## src/rtl/game_flow_ctrl_if.sv

```systemverilog
// ---------------------------------------------------------------------------
// game_flow_ctrl_if
//
// Purpose: bundles every non-clock signal between the arena game blocks
// (player, enemies, bullets, renderer) and the game-flow controller.
//
// Signals (named from the controller's point of view):
//   i_select         debounced select level
//   i_pause          debounced pause level
//   i_player_hit     bad-bullet hit pulse on the player
//   i_player_shield  player shield active
//   i_enemy_hit      good-bullet hit pulse, one bit per enemy
//   i_enemy_shield   shield active, one bit per enemy
//   o_state          START=0, PLAY=1, PAUSE=2, WIN=3, LOSE=4
//   o_is_gaming      high while in PLAY
//   o_player_hp      player hit points
//   o_enemy_hp       enemy i hit points at [i*HP_W +: HP_W]
//   o_enemy_alive    bit i set while enemy i has HP left
//   o_player_iframe  player invulnerability window active
//   o_ai_tick        one-cycle pacing pulse for the enemy random movers
//   o_round_time     AI ticks elapsed this round, saturating
//
// Modports:
//   slave  - the controller (consumes i_*, produces o_*)
//   master - the surrounding game logic / testbench
// ---------------------------------------------------------------------------
interface game_flow_ctrl_if #(
    parameter int NUM_ENEMIES = 2,
    parameter int HP_W        = 3
);
    logic                        i_select;
    logic                        i_pause;
    logic                        i_player_hit;
    logic                        i_player_shield;
    logic [NUM_ENEMIES-1:0]      i_enemy_hit;
    logic [NUM_ENEMIES-1:0]      i_enemy_shield;

    logic [2:0]                  o_state;
    logic                        o_is_gaming;
    logic [HP_W-1:0]             o_player_hp;
    logic [NUM_ENEMIES*HP_W-1:0] o_enemy_hp;
    logic [NUM_ENEMIES-1:0]      o_enemy_alive;
    logic                        o_player_iframe;
    logic                        o_ai_tick;
    logic [15:0]                 o_round_time;

    modport slave (
        input  i_select, i_pause, i_player_hit, i_player_shield,
               i_enemy_hit, i_enemy_shield,
        output o_state, o_is_gaming, o_player_hp, o_enemy_hp,
               o_enemy_alive, o_player_iframe, o_ai_tick, o_round_time
    );

    modport master (
        output i_select, i_pause, i_player_hit, i_player_shield,
               i_enemy_hit, i_enemy_shield,
        input  o_state, o_is_gaming, o_player_hp, o_enemy_hp,
               o_enemy_alive, o_player_iframe, o_ai_tick, o_round_time
    );
endinterface

```

## src/rtl/game_flow_ctrl.sv

```systemverilog
// ---------------------------------------------------------------------------
// game_flow_ctrl
//
// Purpose: game-flow controller for the arena game. Owns the
// START/PLAY/PAUSE/WIN/LOSE state, the player and per-enemy HP registers,
// their invulnerability (iframe) counters, the AI tick divider and the round
// timer. Supports several enemies, pause and an optional round timeout.
//
// Ports:
//   clk      system clock
//   rst      asynchronous, active-high reset
//   game_io  game_flow_ctrl_if.slave bundle (see the interface file)
// ---------------------------------------------------------------------------
module game_flow_ctrl #(
    parameter int NUM_ENEMIES   = 2,
    parameter int HP_W          = 3,
    parameter int PLAYER_HP     = 3,
    parameter int ENEMY_HP      = 3,
    parameter int IFRAME_CYC    = 32,
    parameter int TICK_DIV      = 128,
    parameter int TIMEOUT_TICKS = 0
) (
    input  logic             clk,
    input  logic             rst,
    game_flow_ctrl_if.slave  game_io
);

    localparam int IF_W  = $clog2(IFRAME_CYC + 1);
    localparam int DIV_W = $clog2(TICK_DIV);

    localparam logic [HP_W-1:0]  PLAYER_HP_INIT = HP_W'(PLAYER_HP);
    localparam logic [HP_W-1:0]  ENEMY_HP_INIT  = HP_W'(ENEMY_HP);
    localparam logic [IF_W-1:0]  IFRAME_LOAD    = IF_W'(IFRAME_CYC);
    localparam logic [DIV_W-1:0] DIV_LAST       = DIV_W'(TICK_DIV - 1);
    localparam logic [15:0]      TIMEOUT_LIMIT  = 16'(TIMEOUT_TICKS);

    typedef enum logic [2:0] {
        ST_START = 3'd0,
        ST_PLAY  = 3'd1,
        ST_PAUSE = 3'd2,
        ST_WIN   = 3'd3,
        ST_LOSE  = 3'd4
    } state_t;

    state_t           state_q, state_d;
    logic [HP_W-1:0]  player_hp_q, player_hp_d;
    logic [IF_W-1:0]  player_if_q, player_if_d;
    logic [HP_W-1:0]  enemy_hp_q [NUM_ENEMIES];
    logic [HP_W-1:0]  enemy_hp_d [NUM_ENEMIES];
    logic [IF_W-1:0]  enemy_if_q [NUM_ENEMIES];
    logic [IF_W-1:0]  enemy_if_d [NUM_ENEMIES];
    logic [DIV_W-1:0] div_q, div_d;
    logic             tick_q, tick_d;
    logic [15:0]      round_time_q, round_time_d;
    logic             sel_q;
    logic             pause_q;

    logic                        sel_rise;
    logic                        pause_rise;
    logic                        timeout_hit;
    logic [NUM_ENEMIES-1:0]      enemy_alive;
    logic [NUM_ENEMIES*HP_W-1:0] enemy_hp_flat;

    // Only the rising edge of the debounced select/pause levels acts, so a
    // held button cannot repeatedly toggle the state.
    assign sel_rise   = game_io.i_select & ~sel_q;
    assign pause_rise = game_io.i_pause & ~pause_q;

    // A zero TIMEOUT_TICKS disables the round timeout altogether.
    assign timeout_hit = (TIMEOUT_TICKS != 0) && (round_time_q >= TIMEOUT_LIMIT);

    // Flatten the enemy HP array for the renderer and derive the alive mask
    // straight from the registered HP values.
    always_comb begin
        enemy_hp_flat = '0;
        enemy_alive   = '0;
        for (int i = 0; i < NUM_ENEMIES; i++) begin
            enemy_hp_flat[i*HP_W +: HP_W] = enemy_hp_q[i];
            enemy_alive[i]                = (enemy_hp_q[i] != '0);
        end
    end

    // Next-state and datapath logic. Everything holds by default, which is
    // exactly the PAUSE behaviour. Damage, iframe countdown and the tick
    // divider only run in PLAY. The round timer counts tick pulses and
    // saturates; it is only cleared when a new round starts so that WIN/LOSE
    // can keep showing the final time. Starting a round reloads every HP and
    // clears every counter on the same edge.
    always_comb begin
        state_d      = state_q;
        player_hp_d  = player_hp_q;
        player_if_d  = player_if_q;
        enemy_hp_d   = enemy_hp_q;
        enemy_if_d   = enemy_if_q;
        div_d        = div_q;
        tick_d       = 1'b0;
        round_time_d = round_time_q;

        if (tick_q && (round_time_q != 16'hFFFF)) begin
            round_time_d = round_time_q + 16'd1;
        end

        case (state_q)
            ST_START: begin
                div_d = '0;
                if (sel_rise) begin
                    state_d      = ST_PLAY;
                    player_hp_d  = PLAYER_HP_INIT;
                    player_if_d  = '0;
                    round_time_d = '0;
                    for (int i = 0; i < NUM_ENEMIES; i++) begin
                        enemy_hp_d[i] = ENEMY_HP_INIT;
                        enemy_if_d[i] = '0;
                    end
                end
            end

            ST_PLAY: begin
                if (player_hp_q == '0) begin
                    state_d = ST_LOSE;
                end else if (enemy_alive == '0) begin
                    state_d = ST_WIN;
                end else if (timeout_hit) begin
                    state_d = ST_LOSE;
                end else if (pause_rise) begin
                    state_d = ST_PAUSE;
                end

                if (div_q == DIV_LAST) begin
                    div_d  = '0;
                    tick_d = 1'b1;
                end else begin
                    div_d = div_q + DIV_W'(1);
                end

                if (player_if_q != '0) begin
                    player_if_d = player_if_q - IF_W'(1);
                end
                if (game_io.i_player_hit && !game_io.i_player_shield &&
                    (player_hp_q != '0) && (player_if_q == '0)) begin
                    player_hp_d = player_hp_q - HP_W'(1);
                    player_if_d = IFRAME_LOAD;
                end

                for (int i = 0; i < NUM_ENEMIES; i++) begin
                    if (enemy_if_q[i] != '0) begin
                        enemy_if_d[i] = enemy_if_q[i] - IF_W'(1);
                    end
                    if (game_io.i_enemy_hit[i] && !game_io.i_enemy_shield[i] &&
                        (enemy_hp_q[i] != '0) && (enemy_if_q[i] == '0)) begin
                        enemy_hp_d[i] = enemy_hp_q[i] - HP_W'(1);
                        enemy_if_d[i] = IFRAME_LOAD;
                    end
                end
            end

            ST_PAUSE: begin
                if (pause_rise) begin
                    state_d = ST_PLAY;
                end else if (sel_rise) begin
                    state_d = ST_START;
                end
            end

            ST_WIN, ST_LOSE: begin
                div_d = '0;
                if (sel_rise) begin
                    state_d = ST_START;
                end
            end

            default: begin
                state_d = ST_START;
                div_d   = '0;
            end
        endcase
    end

    // State and datapath registers. Reset puts the game back to the title
    // screen with full HP so the renderer has sane values immediately.
    always_ff @(posedge clk or posedge rst) begin
        if (rst) begin
            state_q      <= ST_START;
            player_hp_q  <= PLAYER_HP_INIT;
            player_if_q  <= '0;
            for (int i = 0; i < NUM_ENEMIES; i++) begin
                enemy_hp_q[i] <= ENEMY_HP_INIT;
                enemy_if_q[i] <= '0;
            end
            div_q        <= '0;
            tick_q       <= 1'b0;
            round_time_q <= '0;
            sel_q        <= 1'b0;
            pause_q      <= 1'b0;
        end else begin
            state_q      <= state_d;
            player_hp_q  <= player_hp_d;
            player_if_q  <= player_if_d;
            for (int i = 0; i < NUM_ENEMIES; i++) begin
                enemy_hp_q[i] <= enemy_hp_d[i];
                enemy_if_q[i] <= enemy_if_d[i];
            end
            div_q        <= div_d;
            tick_q       <= tick_d;
            round_time_q <= round_time_d;
            sel_q        <= game_io.i_select;
            pause_q      <= game_io.i_pause;
        end
    end

    assign game_io.o_state         = state_q;
    assign game_io.o_is_gaming     = (state_q == ST_PLAY);
    assign game_io.o_player_hp     = player_hp_q;
    assign game_io.o_enemy_hp      = enemy_hp_flat;
    assign game_io.o_enemy_alive   = enemy_alive;
    assign game_io.o_player_iframe = (player_if_q != '0);
    assign game_io.o_ai_tick       = tick_q;
    assign game_io.o_round_time    = round_time_q;

endmodule

```

## src/flat_wrapper.sv

```systemverilog
// flat-port wrapper written by rule: the top's interface ports become plain ports
module game_flow_ctrl_flat 
#(
    parameter int NUM_ENEMIES   = 2,
    parameter int HP_W          = 3,
    parameter int PLAYER_HP     = 3,
    parameter int ENEMY_HP      = 3,
    parameter int IFRAME_CYC    = 32,
    parameter int TICK_DIV      = 128,
    parameter int TIMEOUT_TICKS = 0
)
  (clk, rst, game_io_i_select, game_io_i_pause, game_io_i_player_hit, game_io_i_player_shield, game_io_i_enemy_hit, game_io_i_enemy_shield, game_io_o_state, game_io_o_is_gaming, game_io_o_player_hp, game_io_o_enemy_hp, game_io_o_enemy_alive, game_io_o_player_iframe, game_io_o_ai_tick, game_io_o_round_time);
  game_flow_ctrl_if #(.NUM_ENEMIES(NUM_ENEMIES), .HP_W(HP_W)) game_io_i ();
  input  logic clk;
  input  logic rst;
  input wire logic [$bits(game_io_i.i_select)-1:0] game_io_i_select;
  input wire logic [$bits(game_io_i.i_pause)-1:0] game_io_i_pause;
  input wire logic [$bits(game_io_i.i_player_hit)-1:0] game_io_i_player_hit;
  input wire logic [$bits(game_io_i.i_player_shield)-1:0] game_io_i_player_shield;
  input wire logic [$bits(game_io_i.i_enemy_hit)-1:0] game_io_i_enemy_hit;
  input wire logic [$bits(game_io_i.i_enemy_shield)-1:0] game_io_i_enemy_shield;
  output wire logic [$bits(game_io_i.o_state)-1:0] game_io_o_state;
  output wire logic [$bits(game_io_i.o_is_gaming)-1:0] game_io_o_is_gaming;
  output wire logic [$bits(game_io_i.o_player_hp)-1:0] game_io_o_player_hp;
  output wire logic [$bits(game_io_i.o_enemy_hp)-1:0] game_io_o_enemy_hp;
  output wire logic [$bits(game_io_i.o_enemy_alive)-1:0] game_io_o_enemy_alive;
  output wire logic [$bits(game_io_i.o_player_iframe)-1:0] game_io_o_player_iframe;
  output wire logic [$bits(game_io_i.o_ai_tick)-1:0] game_io_o_ai_tick;
  output wire logic [$bits(game_io_i.o_round_time)-1:0] game_io_o_round_time;
  assign game_io_i.i_select = game_io_i_select;
  assign game_io_i.i_pause = game_io_i_pause;
  assign game_io_i.i_player_hit = game_io_i_player_hit;
  assign game_io_i.i_player_shield = game_io_i_player_shield;
  assign game_io_i.i_enemy_hit = game_io_i_enemy_hit;
  assign game_io_i.i_enemy_shield = game_io_i_enemy_shield;
  assign game_io_o_state = game_io_i.o_state;
  assign game_io_o_is_gaming = game_io_i.o_is_gaming;
  assign game_io_o_player_hp = game_io_i.o_player_hp;
  assign game_io_o_enemy_hp = game_io_i.o_enemy_hp;
  assign game_io_o_enemy_alive = game_io_i.o_enemy_alive;
  assign game_io_o_player_iframe = game_io_i.o_player_iframe;
  assign game_io_o_ai_tick = game_io_i.o_ai_tick;
  assign game_io_o_round_time = game_io_i.o_round_time;
  game_flow_ctrl #(.NUM_ENEMIES(NUM_ENEMIES), .HP_W(HP_W), .PLAYER_HP(PLAYER_HP), .ENEMY_HP(ENEMY_HP), .IFRAME_CYC(IFRAME_CYC), .TICK_DIV(TICK_DIV), .TIMEOUT_TICKS(TIMEOUT_TICKS)) u_core (.clk(clk), .rst(rst), .game_io(game_io_i));
endmodule
```

## config.mk

```make
export PLATFORM = sky130hd
export DESIGN_NAME = game_flow_ctrl_flat
export DESIGN_NICKNAME = d
export VERILOG_FILES = /design/src/rtl/game_flow_ctrl_if.sv /design/src/rtl/game_flow_ctrl.sv /design/src/flat_wrapper.sv
export SDC_FILE = /design/constraint.sdc
export NUM_CORES = 1
export LEC_CHECK = 0
export ABC_CLOCK_PERIOD_IN_PS = 2400
export CORE_UTILIZATION = 45
export CTS_CLUSTER_DIAMETER = 80
export DETAILED_ROUTE_END_ITERATION = 10
export PLACE_DENSITY = 0.67
export SLEW_MARGIN = 20
export SYNTH_ARGS = -nofsm -noshare
export SYNTH_HDL_FRONTEND = slang
export SYNTH_SLANG_ARGS = --single-unit
```

## constraint.sdc

```tcl
create_clock -name clk -period 2.4 [get_ports clk]
set_clock_uncertainty 0.2 [all_clocks]
set_input_delay 0.24 -clock clk [delete_from_list [all_inputs] [get_ports clk]]
set_output_delay 0.24 -clock clk [all_outputs]
set_load 0.05 [all_outputs]
```

==> results.cfg, run 1 <==
[status]
outcome = finished clean

[finish]
instances_no_fill = 495
area_growth_syn_to_layout_pct = 22.2
fin_nets = 420
layout-drive-gt1-share = 0.108
multi_input_area_um2 = 1660
seqCellArea_um2 = 1410
num_antenna_cells = 0
filler_cell_count = 635

[sta]
period_share = 0.946
rsz0062_at_grt = no
worst_slew_pin_slew_ps = 519
relSlewSlack = 0.653
finalCriticalPeriod_ps = 2270
hold_ws_ps = 36.9
fmax_mhz = 441
setup_viol = 0
fin_ws_ps = 130
finalHoldViolations = 0
slew_violations = 0
tns_ps = 0

[clocking]
cts_root_buffer = clkbuf_8
clock_path_buffers = 2
clkTransAtPathRegs_ps = 100
clock_sinks = 56
worstSkewPairLatency_ps = 310
hold_buffers = 0
cts_tree = done
cts_resized = 0
cts_buffers = 5
htreeDepth = 2
postCtsSetupRepairBufs = 0

[grt]
antenna_found_initial = 0
grt_max_degree = 40
first_global_vias = 2708
grtUsageTotal = 0.205
grt.overflow.total = 0
grt_pass1_wl_mm = 12.3

[setup_path]
cpMostUsedCell = ha_1
cpMaxStageDelayCell = dfstp_2
r2r-end = u_core.enemy_if_q[9]
critical_path_arrival_ps = 2260
worstPathMaxFanout = 5
crit_chain = inv_1 -> ha_1 -> ha_1 -> nor3b_2 -> or3_4 -> a21oi_4 -> a221o_2
critical_path_required_ps = 2400
r2r-start = u_core.game_io.o_enemy_hp[0]
critPathKind = reg -> reg
r2r_cells = 7
reg2reg_setup_slack_ps = 130
cp-start-kind = flop
cp-startpoint = u_core.game_io.o_enemy_hp[0]
max_stage_delay_ps = 540
endpoint = u_core.enemy_if_q[9]
crit_path_end_kind = flop

[floorplan]
initial_core_util = 0.469
die-area_um2 = 7510
rows = 30
io_pins = 43
core_area_um2 = 6870
die_w_um = 86.6
die_h_um = 86.6

[synth]
synth_top_flop_cell = dfrtp_1
synth_edf_count = 0
syn_nets = 372
async_flop_share = 1.00
ys_seq_elements = 56
synthesis.area_um2 = 3220
ys_seq_area_frac = 0.437
synth_area_per_cell_um2 = 9.21
yosys_warnings = 0
syn_inst = 350
ys_types = 58

[route]
ant_nets = 0
vias_per_cell = 5.63
drt_wl_total_mm = 7.06
drc = 0
dr.pass1.iters = 4
vias = 2789
drt_iter0_markers = 118
wl_per_cell_um = 14.3

[placed_design]
place_ws_ps = 146
dp_hpwl_mm = 5.15
place_congestion = 0.839
port_buffers = 42
dpl.cell_count = 487

[flow_run]
maxCapViolCount = 0

[pwr]
power_density_nw_per_um2 = 948
power.leakage_nw = 1.70
ir_drop_v = 0.000628

[hold_path]
hold_class = in -> async
power by group:
part / internal (mW) / total (mW) / switching (mW)
Combinational: 0.770 / 1.85 / 1.08
Sequential: 1.16 / 1.37 / 0.214
Clock: 0.209 / 0.508 / 0.298
Total: 2.14 / 3.73 / 1.59
metrics by stage:
stage	power, mW	utilization	area (um2)
detailed placement	3.25	0.561	3850
global route	4.03	0.573	3940
floorplan	2.68	-	3230
finish	3.73	0.573	3940
global placement	3.21	0.561	3850
CTS	3.77	0.573	3940
worst min-delay path by stage:
stage	from	to	slack, ps	depth (start not counted)
floorplan	game_io_i_pause	u_core.pause_q	70	0
global placement	u_core.div_q[3]	u_core.div_q[3]	290	1
CTS	rst	u_core.enemy_if_q[0]	50	2
global route	rst	u_core.game_io.o_enemy_hp[5]	70	2
detailed placement	u_core.div_q[3]	u_core.div_q[3]	300	1
finish	rst	u_core.game_io.o_enemy_hp[5]	40	2
registers in the layout (all words and copies together), names as in the netlist:
| name | count |
|---|---|
| u_core.game_io.o_round_time | 16 |
| u_core.enemy_if_q | 12 |
| u_core.div_q | 7 |
| u_core.game_io.o_enemy_hp | 6 |
| u_core.player_if_q | 6 |
| u_core.game_io.o_player_hp | 3 |
| u_core.game_io.o_state | 3 |
| u_core.game_io.o_ai_tick | 1 |
| u_core.pause_q | 1 |
| u_core.sel_q | 1 |
Yosys cell counts (4+ instances only):
| master | number | area share |
|---|---|---|
| nor3_1 | 9 | 0.014 |
| ha_1 | 12 | 0.047 |
| buf_2 | 5 | 0.0078 |
| clkbuf_1 | 7 | 0.0082 |
| nand4_1 | 7 | 0.014 |
| nand2_1 | 39 | 0.045 |
| and2_1 | 4 | 0.0078 |
| o21ai_0 | 29 | 0.045 |
| mux2_2 | 4 | 0.014 |
| inv_1 | 25 | 0.029 |
| and4_1 | 4 | 0.011 |
| a2111o_1 | 6 | 0.021 |
| nor2b_1 | 5 | 0.0097 |
| nor2_1 | 12 | 0.014 |
| dfstp_2 | 6 | 0.049 |
| nand3_1 | 10 | 0.016 |
| o22ai_1 | 4 | 0.0078 |
| or3_1 | 5 | 0.0097 |
| or4_1 | 5 | 0.012 |
| o31ai_1 | 7 | 0.016 |
| mux2i_1 | 10 | 0.031 |
| nand2b_1 | 7 | 0.014 |
| and3_1 | 10 | 0.019 |
| dfrtp_1 | 50 | 0.39 |
| a21oi_1 | 25 | 0.039 |
cell type report:
cell class | instances | area share
clock buffers | 7 | 0.0194
flip-flops and latches | 56 | 0.358
well taps | 96 | 0.0305
multi-input cells | 255 | 0.421
clock inverters | 1 | 0.00222
inverters | 26 | 0.0260
repair buffers | 54 | 0.143
cells in the final DEF (no fill, tap or decap), types with 4 or more instances in the layout:
cell and n:
dfrtp_1 50, nand2_1 39, clkdlybuf4s50_1 38, o21ai_0 29, a21oi_1 25, inv_1 24, nor2_1 12, ha_1 12
buf_4 11, and3_1 10, nand3_1 10, mux2i_1 10, nor3_1 9, nand4_1 7, nand2b_1 7, o31ai_1 7
a2111o_1 6, dfstp_2 6, nor2b_1 5, or4_1 5, or3_1 5, clkbuf_8 5, buf_12 5, and2_1 4
mux2_2 4, o22ai_1 4, and4_1 4
cells by family (layout without fill, tap and decap cells):
| logic type | Yosys count | count (layout) | share of synthesized area |
|---|---|---|---|
| XOR/XNOR | 2 | 2 | 0.00543 |
| flip-flops | 56 | 56 | 0.437 |
| adder cells (fa/ha/maj) | 12 | 12 | 0.0466 |
| AND/OR/NAND/NOR | 131 | 131 | 0.221 |
| buffers and inverters | 39 | 88 | 0.0501 |
| AO/OA/AOI/OAI | 96 | 96 | 0.195 |
| multiplexers | 14 | 14 | 0.0450 |
per-layer routing:
metal / track usage / vias up / share of wire
li1: - / 1378 / -
met1: 0.272 / 1338 / 0.47
met2: 0.343 / 68 / 0.48
met3: 0.0448 / 5 / 0.045
met4: 0.0485 / 0 / 0.0081
met5: 0 / - / 0
critical path: cells and delay by family (launching register included):
family | cells | cell delay, ps
AOI/OAI and AO/OA | 2 | 460
adders and majority gates | 2 | 430
buffers and inverters | 1 | 50
DFF | 1 | 540
and+or+nand+nor | 2 | 490
Power figures use the tool's default switching activity.
==> run 2: changes to the inputs <==
CORE_MARGIN = 2   (was unset)
==> run 2 against run 1 <==
Net effect:
- core utilization about the same
- highest routed layer unchanged
- sequential cell count unchanged
- critical path depth unchanged
- clock power increased by 4.5%
==> results.cfg, run 2 (synthesis gave the netlist of run 1 again) <==
[status]
outcome = finished clean

[route]
drt_iter0_markers = 209
ant_nets = 0
dr.pass1.iters = 4
drt_wl_total_mm = 7.33
vias_per_cell = 5.69
drc = 0
wl_per_cell_um = 14.8
vias = 2810

[finish]
fin_area_um2 = 3940
instances_no_fill = 494
layout_common_cells = dfrtp_1 (50), nand2_1 (39), clkdlybuf4s50_1 (38)
mostFrequentLayoutCell = dfrtp_1
largest_reg_flops = 16
num_antenna_cells = 0
layout-drive-gt1-share = 0.111
fin_nets = 419
area_growth_syn_to_layout_pct = 22.1
filler_cell_count = 624

[sta]
finalCriticalPeriod_ps = 2240
setup_viol = 0
tns_ps = 0
slew_violations = 0
rsz0062_at_grt = no
fmax_mhz = 446
relSlewSlack = 0.625
finalHoldViolations = 0
period_share = 0.933
worst_slew_pin_slew_ps = 557

[pwr]
ir_drop_v = 0.000764
power_density_nw_per_um2 = 959
power.leakage_nw = 1.70

[clocking]
cts_root_buffer = clkbuf_8
worstSkewPairLatency_ps = 320
hold_buffers = 0
clock_path_buffers = 2
htreeDepth = 2
postCtsSetupRepairBufs = 0
cts_tree = done
cts_buffers = 5
clock_sinks = 56
cts_resized = 0
clkTransAtPathRegs_ps = 110

[setup_path]
crit_path_end_kind = flop
critical_path_required_ps = 2420
critPathKind = reg -> reg
critical_path_arrival_ps = 2260
cp-start-kind = flop
reg2reg_setup_slack_ps = 160
worstPathMaxFanout = 5

[floorplan]
die-area_um2 = 7860
die_h_um = 88.6
initial_core_util = 0.469
io_pins = 43
die_w_um = 88.6
core_area_um2 = 6870
rows = 30

[grt]
grt_max_degree = 24
grt.overflow.total = 0
first_global_vias = 2709
grt_pass1_wl_mm = 12.4
antenna_found_initial = 0
grtUsageTotal = 0.200

[flow_run]
maxCapViolCount = 0

[hold_path]
hold_class = in -> async

[placed_design]
dp_hpwl_mm = 5.62
placed_area_um2 = 3850
place_congestion = 0.890
port_buffers = 42
dpl.cell_count = 486
## run 2: metal layers
layer | routed length [um] | share of wire | global-route usage | vias up
li1 | - | - | - | 1376
met1 | 3300 | 0.45 | 0.253 | 1361
met4 | 104 | 0.014 | 0.0579 | 0
met2 | 3690 | 0.50 | 0.350 | 66
met5 | 0 | 0 | 0 | -
met3 | 245 | 0.033 | 0.0354 | 7
## run 2: layout make-up
cell class,instances,area (um2),area share
clock buffers,5,68.8,0.0175
clock inverters,3,22.5,0.00572
inverters,26,103,0.0261
multi-input cells,255,1660,0.421
flip-flops and latches,56,1410,0.358
well taps,96,120,0.0305
repair buffers,53,556,0.141
## run 2: critical path, cell delays in order (launching register included)
cell and delay, ps:
dfstp_2 540, inv_1 50, ha_1 200, ha_1 230, nor3b_2 280, or3_4 190
a21oi_4 70, a221o_2 390
## run 2: path summary, 6_finish.rpt
| path | startpoint | endpoint | cells after the start |
|---|---|---|---|
| setup / recovery | u_core.game_io.o_enemy_hp[0] | u_core.enemy_if_q[9] | 7 |
| hold / removal | rst | u_core.enemy_if_q[8] | 2 |
| max in group asynchronous | rst | u_core.game_io.o_enemy_hp[0] | 3 |
| setup reg to reg | u_core.game_io.o_enemy_hp[0] | u_core.enemy_if_q[9] | 7 |
| min in group clk | game_io_i_pause | u_core.pause_q | 1 |
| hold reg to reg | u_core.div_q[3] | u_core.div_q[3] | 1 |
## run 2: per-stage QoR
stage / total power [mW] / hold slack, ps / setup WS [ps] / util
4_1_cts: 3.79 / 78.4 / 156 / 0.573
3_5_place_dp: 3.25 / 295 / 159 / 0.560
2_1_floorplan: 2.68 / 71.4 / 44.4 / -
6_report: 3.77 / 61.5 / 160 / 0.573
5_1_grt: 4.05 / 97.6 / 27.2 / 0.573
3_3_place_gp: 3.21 / 290 / 213 / 0.560
## run 2: report_power, final
part	leakage (nW)	switching, mW	internal (mW)
sequential	0.733	0.216	1.16
combinational	0.920	1.11	0.761
clock	0.0485	0.321	0.210
==> run 3: changes to the inputs <==
ABC_AREA = 0   (was unset)
CORE_UTILIZATION = 53   (was 45)
PLACE_DENSITY = 0.77   (was 0.67)
==> run 3 against run 2 <==
Net effect:
- sequential share of layout area is 0.091 points lower
- worst setup slack worse by 13 ps
- register-to-register slack hardly changed
- core utilization is 9.7 points higher
- routed wire length is 0.89% lower
- critical endpoint unchanged
- largest power group unchanged
==> results.cfg, run 3 (synthesis gave the netlist of run 1 again) <==
[placed_design]
port_buffers = 42
place_congestion = 0.858
placed_area_um2 = 3830
dp_hpwl_mm = 5.46
place_ws_ps = 146

[setup_path]
critical_path_required_ps = 2400
cpMostUsedCell = ha_1
crit_chain = inv_1 -> ha_1 -> ha_1 -> nor3b_2 -> or3_4 -> a21oi_4 -> a221o_2
crit_cells = 7
cp-start-kind = flop
r2r-end = u_core.enemy_if_q[9]
critPathKind = reg -> reg
endpoint = u_core.enemy_if_q[9]
cpMaxStageDelayCell = dfstp_2
worstPathMaxFanout = 5
cp-startpoint = u_core.game_io.o_enemy_hp[0]
critPathTopFamily = flip-flops
r2r-start = u_core.game_io.o_enemy_hp[0]
max_stage_delay_ps = 540
crit_path_end_kind = flop
reg2reg_setup_slack_ps = 150
r2r_cells = 7
cp_num_buf_inv = 1
critical_path_arrival_ps = 2250

[clocking]
cts_tree = done
clock_sinks = 56
clkTransAtPathRegs_ps = 90
cts_buffers = 5
htreeDepth = 2
postCtsSetupRepairBufs = 0
clock_path_buffers = 2
worstSkewPairLatency_ps = 310
cts_root_buffer = clkbuf_8

[grt]
first_global_vias = 2673
grt.overflow.total = 0
grt_pass1_wl_mm = 12.2
grtUsageTotal = 0.233
antenna_found_initial = 0
grt_max_degree = 33

[floorplan]
die_w_um = 82.0
io_pins = 43
rows = 28
die_h_um = 82.0
core_area_um2 = 5890
initial_core_util = 0.548
die-area_um2 = 6720

[sta]
finalHoldViolations = 0
tns_ps = 0
setup_viol = 0
fin_ws_ps = 147
worst_slew_pin_slew_ps = 716
relSlewSlack = 0.523
slew_violations = 0
period_share = 0.939
rsz0062_at_grt = no
hold_ws_ps = 196
finalCriticalPeriod_ps = 2250
fmax_mhz = 444

[route]
vias = 2845
wl_per_cell_um = 15.2
dr.pass1.iters = 4
ant_nets = 0
drt_iter0_markers = 148
drc = 0
vias_per_cell = 5.96
drt_wl_total_mm = 7.27

[pwr]
power.leakage_nw = 1.72
power_density_nw_per_um2 = 984
ir_drop_v = 0.000720

[hold_path]
hold_class = in -> reg
worstHoldStart = game_io_i_pause

[finish]
area_growth_syn_to_layout_pct = 22.4
num_antenna_cells = 0
largest_reg_flops = 16
layout_common_cells = dfrtp_1 (50), nand2_1 (39), clkdlybuf4s50_1 (38)
mostFrequentLayoutCell = dfrtp_1
fin_nets = 423
fin_area_um2 = 3950
layout-drive-gt1-share = 0.114
filler_cell_count = 477
multi_input_area_um2 = 1660
seqCellArea_um2 = 1410

[status]
outcome = finished clean

[flow_run]
maxCapViolCount = 0
[run 3: worst min path at each step]
| stage | cells after the start | to | slack (ps) |
|---|---|---|---|
| after floorplan | 0 | u_core.pause_q | 70 |
| after global placement | 1 | u_core.div_q[3] | 290 |
| after detailed placement | 1 | u_core.div_q[3] | 290 |
| after CTS | 1 | u_core.pause_q | 190 |
| after global routing | 1 | u_core.pause_q | 190 |
| final | 1 | u_core.pause_q | 200 |
[run 3: worst reg2reg max path, cell delays in order, from the launching register on]
cell and delay [ps]:
dfstp_2 540, inv_1 60, ha_1 200, ha_1 230, nor3b_2 290, or3_4 190
a21oi_4 70, a221o_2 380
[run 3: timing repair]
action / CTS / global route
endpoints found under the setup margin: 0 / 0
gates resized for setup: 0 / 0
endpoints found under the hold margin: 8 / 0
hold buffers: 1 / 0
[run 3: report_power, final]
| part | total (mW) | switching (mW) | leakage (nW) | internal (mW) |
|---|---|---|---|---|
| clock | 0.617 | 0.307 | 0.0552 | 0.310 |
| combinational | 1.91 | 1.13 | 0.937 | 0.781 |
| sequential | 1.36 | 0.198 | 0.733 | 1.16 |
[run 3: cell type report]
class,count,share of cell area
clock inverters,2,0.00887
clock buffers,6,0.0184
multi-input cells,255,0.420
repair buffers,57,0.146
well taps,75,0.0238
inverters,26,0.0260
flip-flops and latches,56,0.357
[run 3: per-layer routing]
| metal | GRT usage | vias up | wire length, um |
|---|---|---|---|
| met3 | 0.0385 | 7 | 246 |
| met2 | 0.431 | 61 | 3810 |
| met1 | 0.275 | 1389 | 3150 |
| met5 | 0 | - | 0 |
| met4 | 0.0683 | 0 | 58 |
| li1 | - | 1388 | - |
[run 3: through the flow]
stage,power [mW],util,std cells
detailed placement,3.26,0.651,468
global route,4.15,0.671,477
CTS,3.89,0.671,477
floorplan,2.68,-,350
finish,3.89,0.671,477
global placement,3.20,0.651,468
